File: config.mk
export PLATFORM = sky130hd
export DESIGN_NAME = wallace_mult_pipe
export DESIGN_NICKNAME = d
export VERILOG_FILES = /design/src/rtl/wallace_pkg.sv /design/src/rtl/wallace_csa_layer.sv /design/src/rtl/wallace_mult_pipe.sv
export SDC_FILE = /design/constraint.sdc
export NUM_CORES = 1
export LEC_CHECK = 0
export ABC_AREA = 1
export ABC_CLOCK_PERIOD_IN_PS = 2850
export CORE_ASPECT_RATIO = 0.6
export CORE_MARGIN = 3
export CORE_UTILIZATION = 35
export DETAILED_ROUTE_END_ITERATION = 12
export PLACE_DENSITY = 0.64
export SLEW_MARGIN = 30
export SYNTH_ARGS = -nofsm -noshare
export SYNTH_HDL_FRONTEND = slang
export SYNTH_SLANG_ARGS = --single-unit
File: constraint.sdc
create_clock -name clk -period 2.85 [get_ports clk]
set_input_delay 0.4275 -clock clk [delete_from_list [all_inputs] [get_ports clk]]
set_output_delay 0.4275 -clock clk [all_outputs]
set_load 0.1 [all_outputs]
File: src/rtl/wallace_pkg.sv
// rtl/wallace_pkg.sv - Row, layer and stage-split bookkeeping for the pipelined Wallace multiplier
//
// Purpose: elaboration-time helpers shared by wallace_mult_pipe and
// wallace_csa_layer. They compute how many rows enter each CSA layer, how
// many layers the tree needs for a given operand width, and after which
// layers the middle pipeline registers sit.
// Ports: none (package).

package wallace_pkg;

  // Rows left after one reduction layer: each full group of three rows
  // becomes a sum/carry pair, a leftover pair goes through half adders,
  // and a single leftover row passes straight through.
  function automatic int csa_out_rows(input int n);
    return 2 * (n / 3) + (n % 3);
  endfunction

  // WIDTH shifted partial-product rows plus one Baugh-Wooley constant row.
  function automatic int pp_rows(input int width);
    return width + 1;
  endfunction

  // Row count at the input of tree layer 'layer' (layer == csa_layers gives 2).
  function automatic int csa_rows_at(input int width, input int layer);
    int n;
    n = pp_rows(width);
    for (int l = 0; l < layer; l++) begin
      n = csa_out_rows(n);
    end
    return n;
  endfunction

  // Number of layers needed to bring the partial products down to two rows.
  function automatic int csa_layers(input int width);
    int n;
    int cnt;
    n   = pp_rows(width);
    cnt = 0;
    while (n > 2) begin
      n   = csa_out_rows(n);
      cnt = cnt + 1;
    end
    return cnt;
  endfunction

  // First tree layer handled by middle stage k (k = stages-2 returns the
  // total layer count). Only meaningful when stages > 2.
  function automatic int stage_first_layer(input int width, input int stages, input int k);
    return (k * csa_layers(width)) / (stages - 2);
  endfunction

  // True when a pipeline register closes a middle stage right after 'layer'.
  // With stages == 2 there are no middle stages and the whole tree sits
  // combinationally in front of the final adder.
  function automatic bit reg_after_layer(input int width, input int stages, input int layer);
    bit r;
    r = 1'b0;
    for (int k = 1; k <= stages - 2; k++) begin
      if (layer + 1 == stage_first_layer(width, stages, k)) begin
        r = 1'b1;
      end
    end
    return r;
  endfunction

endpackage

File: src/rtl/wallace_csa_layer.sv
// rtl/wallace_csa_layer.sv - One combinational 3:2 / 2:2 reduction layer of the Wallace tree
//
// Purpose: reduces N_IN rows of W2 bits to csa_out_rows(N_IN) rows while
// preserving their sum modulo 2^W2. Full groups of three rows go through
// full adders, a leftover pair through half adders, a single row passes.
// Ports:
//   rows_i  in   N_IN rows of W2 bits
//   rows_o  out  csa_out_rows(N_IN) rows of W2 bits

module wallace_csa_layer
  import wallace_pkg::*;
#(
  parameter int W2   = 16,
  parameter int N_IN = 9
) (
  input  logic [N_IN-1:0][W2-1:0]               rows_i,
  output logic [csa_out_rows(N_IN)-1:0][W2-1:0] rows_o
);

  localparam int NG  = N_IN / 3;
  localparam int REM = N_IN % 3;

  // Carries move one column up; the carry out of the top column is dropped
  // because the product is only defined modulo 2^W2.
  for (genvar g = 0; g < NG; g++) begin : g_fa
    logic [W2-1:0] x, y, z;
    assign x = rows_i[3*g];
    assign y = rows_i[3*g+1];
    assign z = rows_i[3*g+2];
    assign rows_o[2*g]   = x ^ y ^ z;
    assign rows_o[2*g+1] = {(x[W2-2:0] & y[W2-2:0]) |
                            (x[W2-2:0] & z[W2-2:0]) |
                            (y[W2-2:0] & z[W2-2:0]), 1'b0};
  end

  if (REM == 2) begin : g_ha
    logic [W2-1:0] x, y;
    assign x = rows_i[3*NG];
    assign y = rows_i[3*NG+1];
    assign rows_o[2*NG]   = x ^ y;
    assign rows_o[2*NG+1] = {x[W2-2:0] & y[W2-2:0], 1'b0};
  end else if (REM == 1) begin : g_pass
    assign rows_o[2*NG] = rows_i[3*NG];
  end

endmodule

File: src/rtl/wallace_mult_pipe.sv
// rtl/wallace_mult_pipe.sv - Pipelined signed/unsigned Wallace-tree multiplier with valid/ready
//
// Purpose: WIDTH x WIDTH -> 2*WIDTH multiplier. Stage 1 registers the
// partial products (Baugh-Wooley in signed mode), middle stages hold the
// CSA tree layers split evenly, the last stage registers the final add.
// A single global stall freezes every stage while the product is refused.
// Ports:
//   clk          in   rising-edge clock
//   rst_n        in   asynchronous active-low reset
//   in_valid     in   operand beat valid
//   in_ready     out  beat accepted this cycle when in_valid is also high
//   a, b         in   WIDTH-bit operands
//   signed_mode  in   1 = two's-complement operands, sampled with a/b
//   out_valid    out  prod valid
//   out_ready    in   consumer takes prod
//   prod         out  2*WIDTH-bit product
//   out_signed   out  signed_mode of the beat carried with prod

module wallace_mult_pipe
  import wallace_pkg::*;
#(
  parameter int WIDTH  = 8,
  parameter int STAGES = 3
) (
  input  logic                 clk,
  input  logic                 rst_n,
  input  logic                 in_valid,
  output logic                 in_ready,
  input  logic [WIDTH-1:0]     a,
  input  logic [WIDTH-1:0]     b,
  input  logic                 signed_mode,
  output logic                 out_valid,
  input  logic                 out_ready,
  output logic [2*WIDTH-1:0]   prod,
  output logic                 out_signed
);

  localparam int W2  = 2 * WIDTH;
  localparam int NPP = pp_rows(WIDTH);
  localparam int NL  = csa_layers(WIDTH);

  logic                     stall;
  logic [STAGES-1:0]        vld_q;
  logic [STAGES-1:0]        sgn_q;
  logic [NPP-1:0][W2-1:0]   pp_d, pp_q;
  logic [1:0][W2-1:0]       sum_rows;
  logic [W2-1:0]            prod_d, prod_q;

  assign stall      = out_valid && !out_ready;
  assign in_ready   = !stall;
  assign out_valid  = vld_q[STAGES-1];
  assign out_signed = sgn_q[STAGES-1];
  assign prod       = prod_q;

  // Baugh-Wooley: in signed mode the cross terms that involve exactly one
  // operand MSB are inverted, and the constant row adds 1 at bits WIDTH and
  // 2*WIDTH-1. The MSB*MSB term keeps its positive weight.
  always_comb begin
    pp_d = '0;
    for (int i = 0; i < WIDTH; i++) begin
      for (int j = 0; j < WIDTH; j++) begin
        pp_d[i][i+j] = (a[j] & b[i]) ^
                       (signed_mode & ((i == WIDTH - 1) != (j == WIDTH - 1)));
      end
    end
    pp_d[WIDTH][WIDTH]  = signed_mode;
    pp_d[WIDTH][W2-1]   = signed_mode;
  end

  // Tree layers; a layer's input is either the previous layer's
  // combinational output or the register that closed the previous stage.
  for (genvar l = 0; l < NL; l++) begin : g_layer
    localparam int NI = csa_rows_at(WIDTH, l);
    localparam int NO = csa_rows_at(WIDTH, l + 1);

    logic [NI-1:0][W2-1:0] in_rows;
    logic [NO-1:0][W2-1:0] out_rows;
    logic [NO-1:0][W2-1:0] stage_rows;

    if (l == 0) begin : g_src_pp
      assign in_rows = pp_q;
    end else begin : g_src_prev
      assign in_rows = g_layer[l-1].stage_rows;
    end

    wallace_csa_layer #(
      .W2   (W2),
      .N_IN (NI)
    ) u_layer (
      .rows_i (in_rows),
      .rows_o (out_rows)
    );

    if (reg_after_layer(WIDTH, STAGES, l)) begin : g_reg
      logic [NO-1:0][W2-1:0] rows_q;
      always_ff @(posedge clk or negedge rst_n) begin
        if (!rst_n) begin
          rows_q <= '0;
        end else if (!stall) begin
          rows_q <= out_rows;
        end
      end
      assign stage_rows = rows_q;
    end else begin : g_comb
      assign stage_rows = out_rows;
    end
  end

  assign sum_rows = g_layer[NL-1].stage_rows;
  assign prod_d   = sum_rows[0] + sum_rows[1];

  // While not stalled in_ready is 1, so capturing in_valid here is exactly
  // the accept condition; bubbles travel as zero valid bits.
  always_ff @(posedge clk or negedge rst_n) begin
    if (!rst_n) begin
      vld_q  <= '0;
      sgn_q  <= '0;
      pp_q   <= '0;
      prod_q <= '0;
    end else if (!stall) begin
      vld_q  <= {vld_q[STAGES-2:0], in_valid};
      sgn_q  <= {sgn_q[STAGES-2:0], signed_mode};
      pp_q   <= pp_d;
      prod_q <= prod_d;
    end
  end

endmodule

==> qor.csv <==
metric,value,unit
port_buffers,39,
rows,37,
synth_area,0.00631,mm^2
ff2ff_setup_slack,150,ps
ys_warn_count,0,
route.detailed.drc,0,
diodes,0,
path_depth,10,
rsz0062_at_grt,no,
num_vias,4507,
wl,13.7,mm
whs,478,ps
cts_root_buf,clkbuf_16,
crit_slowest_cell,fa_1,
die_w,179,um
yosys-top-cells-area,"dfrtp_1 45%, nand2_1 15%, fa_1 12%",
cap_violations,0,
cts_buffer_depth,2,
fin_util,42.3,%
die_h,110,um
yosysTopAreaCellShare,44.8,%
grt_pass1_wl,23.3,mm
fp.coreArea,0.0174,mm^2
yosys.area_share.simple,18.8,%
setup_slack,148,ps
worstSetupEndpointType,register,
synth_edf_count,0,
post_cts_buffers,0,
hpwl,9.53,mm
stdcell_area,0.00737,mm^2
start_util,36.2,%
grt_pass1_vias,4478,
syn_inst,703,
max_freq,370,MHz
min_path_type,reg -> reg,
cts-htree-levels,4,
cp_cell_sequence,inv_1 > fa_1 > inv_1 > fa_1 > inv_1 > fa_1 > inv_1 > fa_1 > nand2_1 > nand2_1,
yosys.area.top_type,dfrtp_1,
crit_end,g_layer[3].g_reg.rows_q[9]$_DFFE_PN0N_,
clk_pin_slew,60,ps
synthXorXnorAreaFrac,2.50,%
grt_usage,15.4,%
cts-resized-gates,0,
min_period,2700,ps
worstPathRequired,3140,ps
yosys-mux-area-fraction,0,%
ir_drop,0.604,mV
run_status,"finished, final reports clean",
synth_compound_area_share,6.74,%
slew_viol_final,0,
max_slew_margin,55.3,%
timing_hold_violations_final,0,
gp_congestion,0.811,
multiInputGateArea,0.00296,mm^2
first_pass_iters,5,
clock_sinks,113,
report.final.setup_viol,0,
async_reset_ff_share,100,%
crit_family,adder cells,
syn2layout_area_growth,16.8,%
detail_route.wl_per_cell,14.1,um
powerDensity,1150,mW/mm^2
yosys.area_share.adder,18.9,%
syn_avg_cell_area,8.97,um^2
worst_skew_pair.late_latency,410,ps
r2r_cells,10,
cp.arrival,3000,ps
tritoncts,yes,
tns,0,ps
dpl_cell_area,0.00679,mm^2
antenna_found_initial,0,
pre_cts_ws,151,ps
synth-seq-cells,113,
hp-start,prod[1]$_DFFE_PN0N_,
crit_path_max_incr_delay,530,ps
final_layout_size_suffix_gt1_share,8.40,%
drtAntennaViolNets,0,
grt_remaining_overflow,0,
crit_buf_inv,4,
leakagePower,3.69,nW
reg2reg_to,g_layer[3].g_reg.rows_q[9]$_DFFE_PN0N_,
ios,40,
r2r-start,g_layer[0].in_rows[57]$_DFFE_PN0N_,
numCtsBuffers,17,
post-route-period-util,94.8,%
start_kind,register,
synth_flop_cell,dfrtp_1,
drt_iter0_drc,395,
crit_start,g_layer[0].in_rows[57]$_DFFE_PN0N_,
ys_seq_area_share,44.8,%
syn-num-nets,796,
regArea,0.00283,mm^2
num-fill-cells,1757,
crit_fanout,2,
synth_top_family_by_area,adder cells,
grt_max_degree,156,
dieArea,0.0197,mm^2
crit_type,reg -> reg,
skew,11.6,ps
synth_cell_types,25,
worst_slew_pin_slew,671,ps
avgViaCountPerCell,4.64,
hold_buffers,1,
nets,819,
-- stage by stage --
step                std cells  total power [W]
floorplan                 703          0.00557
global placement          940          0.00641
detailed placement        940          0.00650
CTS                       972          0.00861
global route              972          0.00924
finish                    972          0.00849
-- flip-flops by register name, summed over array words and instances, names as in the netlist --
name	cells
g_layer.in_rows	64
g_layer.g_reg.rows_q	27
prod	16
sgn_q	3
vld_q	3
-- kinds of logic (layout without fill, tap and decap cells) --
group | Yosys count | after routing
AOI/OAI and AO/OA | 83 | 83
xor gates and xnor gates | 18 | 18
adders and majority gates | 72 | 72
buffers and inverters | 117 | 152
DFF | 113 | 113
and+or+nand+nor | 300 | 300
-- cell usage after synthesis, types with 3 or more instances --
cell type  instances
xor2_1            15
nand2_1          253
nand3_1           27
fa_1              39
o21ai_0           70
nor2_1            12
dfrtp_1          113
ha_1              33
buf_2             24
o21ai_1            7
buf_6              5
inv_1             74
clkbuf_1          11
xnor2_1            3
-- worst min-delay path, stage by stage (launching register included) --
cell     delay (ps)
dfrtp_1         340
nand2_1          60
nand2_1          50
-- placed cells by master, fill, tap and decap left out, drive strengths merged --
| master | instances |
|---|---|
| xnor2 | 3 |
| nand2 | 253 |
| dfrtp | 113 |
| a31oi | 2 |
| clkbuf | 18 |
| clkdlybuf4s50 | 19 |
| clkinv | 4 |
| or2 | 2 |
| fa | 39 |
| o21ai | 77 |
| dlygate4sd3 | 1 |
| buf | 26 |
| clkinvlp | 5 |
| ha | 33 |
| xor2 | 15 |
| bufinv | 2 |
| nand4 | 2 |
| inv | 77 |
| a21oi | 4 |
| nand3 | 27 |
| nor2 | 14 |
| nand3b | 2 |
-- routing by layer --
metal / GRT usage (%) / routed length, um
met1: 23.4 / 7290
met2: 21.7 / 5640
met3: 3.42 / 610
met4: 4.69 / 124
met5: 0 / 0
-- cell type report --
class / count / share of cell area (%)
Clock inverter: 13 / 1.88
Timing Repair Buffer: 46 / 5.87
Multi-Input combinational cell: 473 / 40.2
Inverter: 75 / 3.85
Sequential cell: 113 / 38.4
Tap cell: 234 / 3.97
Clock buffer: 18 / 5.82
-- worst min-delay path by stage --
stage,end,slack [ps],cells after the start
2_1_floorplan,g_layer[0].in_rows[0]$_DFFE_PN0N_,130,0
3_3_place_gp,prod[5]$_DFFE_PN0N_,410,1
3_5_place_dp,prod[2]$_DFFE_PN0N_,420,1
4_1_cts,prod[1]$_DFFE_PN0N_,480,2
5_1_grt,prod[12]$_DFFE_PN0N_,500,2
6_report,prod[1]$_DFFE_PN0N_,480,2
-- power breakdown --
group          switching [W]  internal [W]
registers           0.000288       0.00211
logic                0.00270       0.00133
clock network       0.000786       0.00128
(Power assumes the default switching activity.)
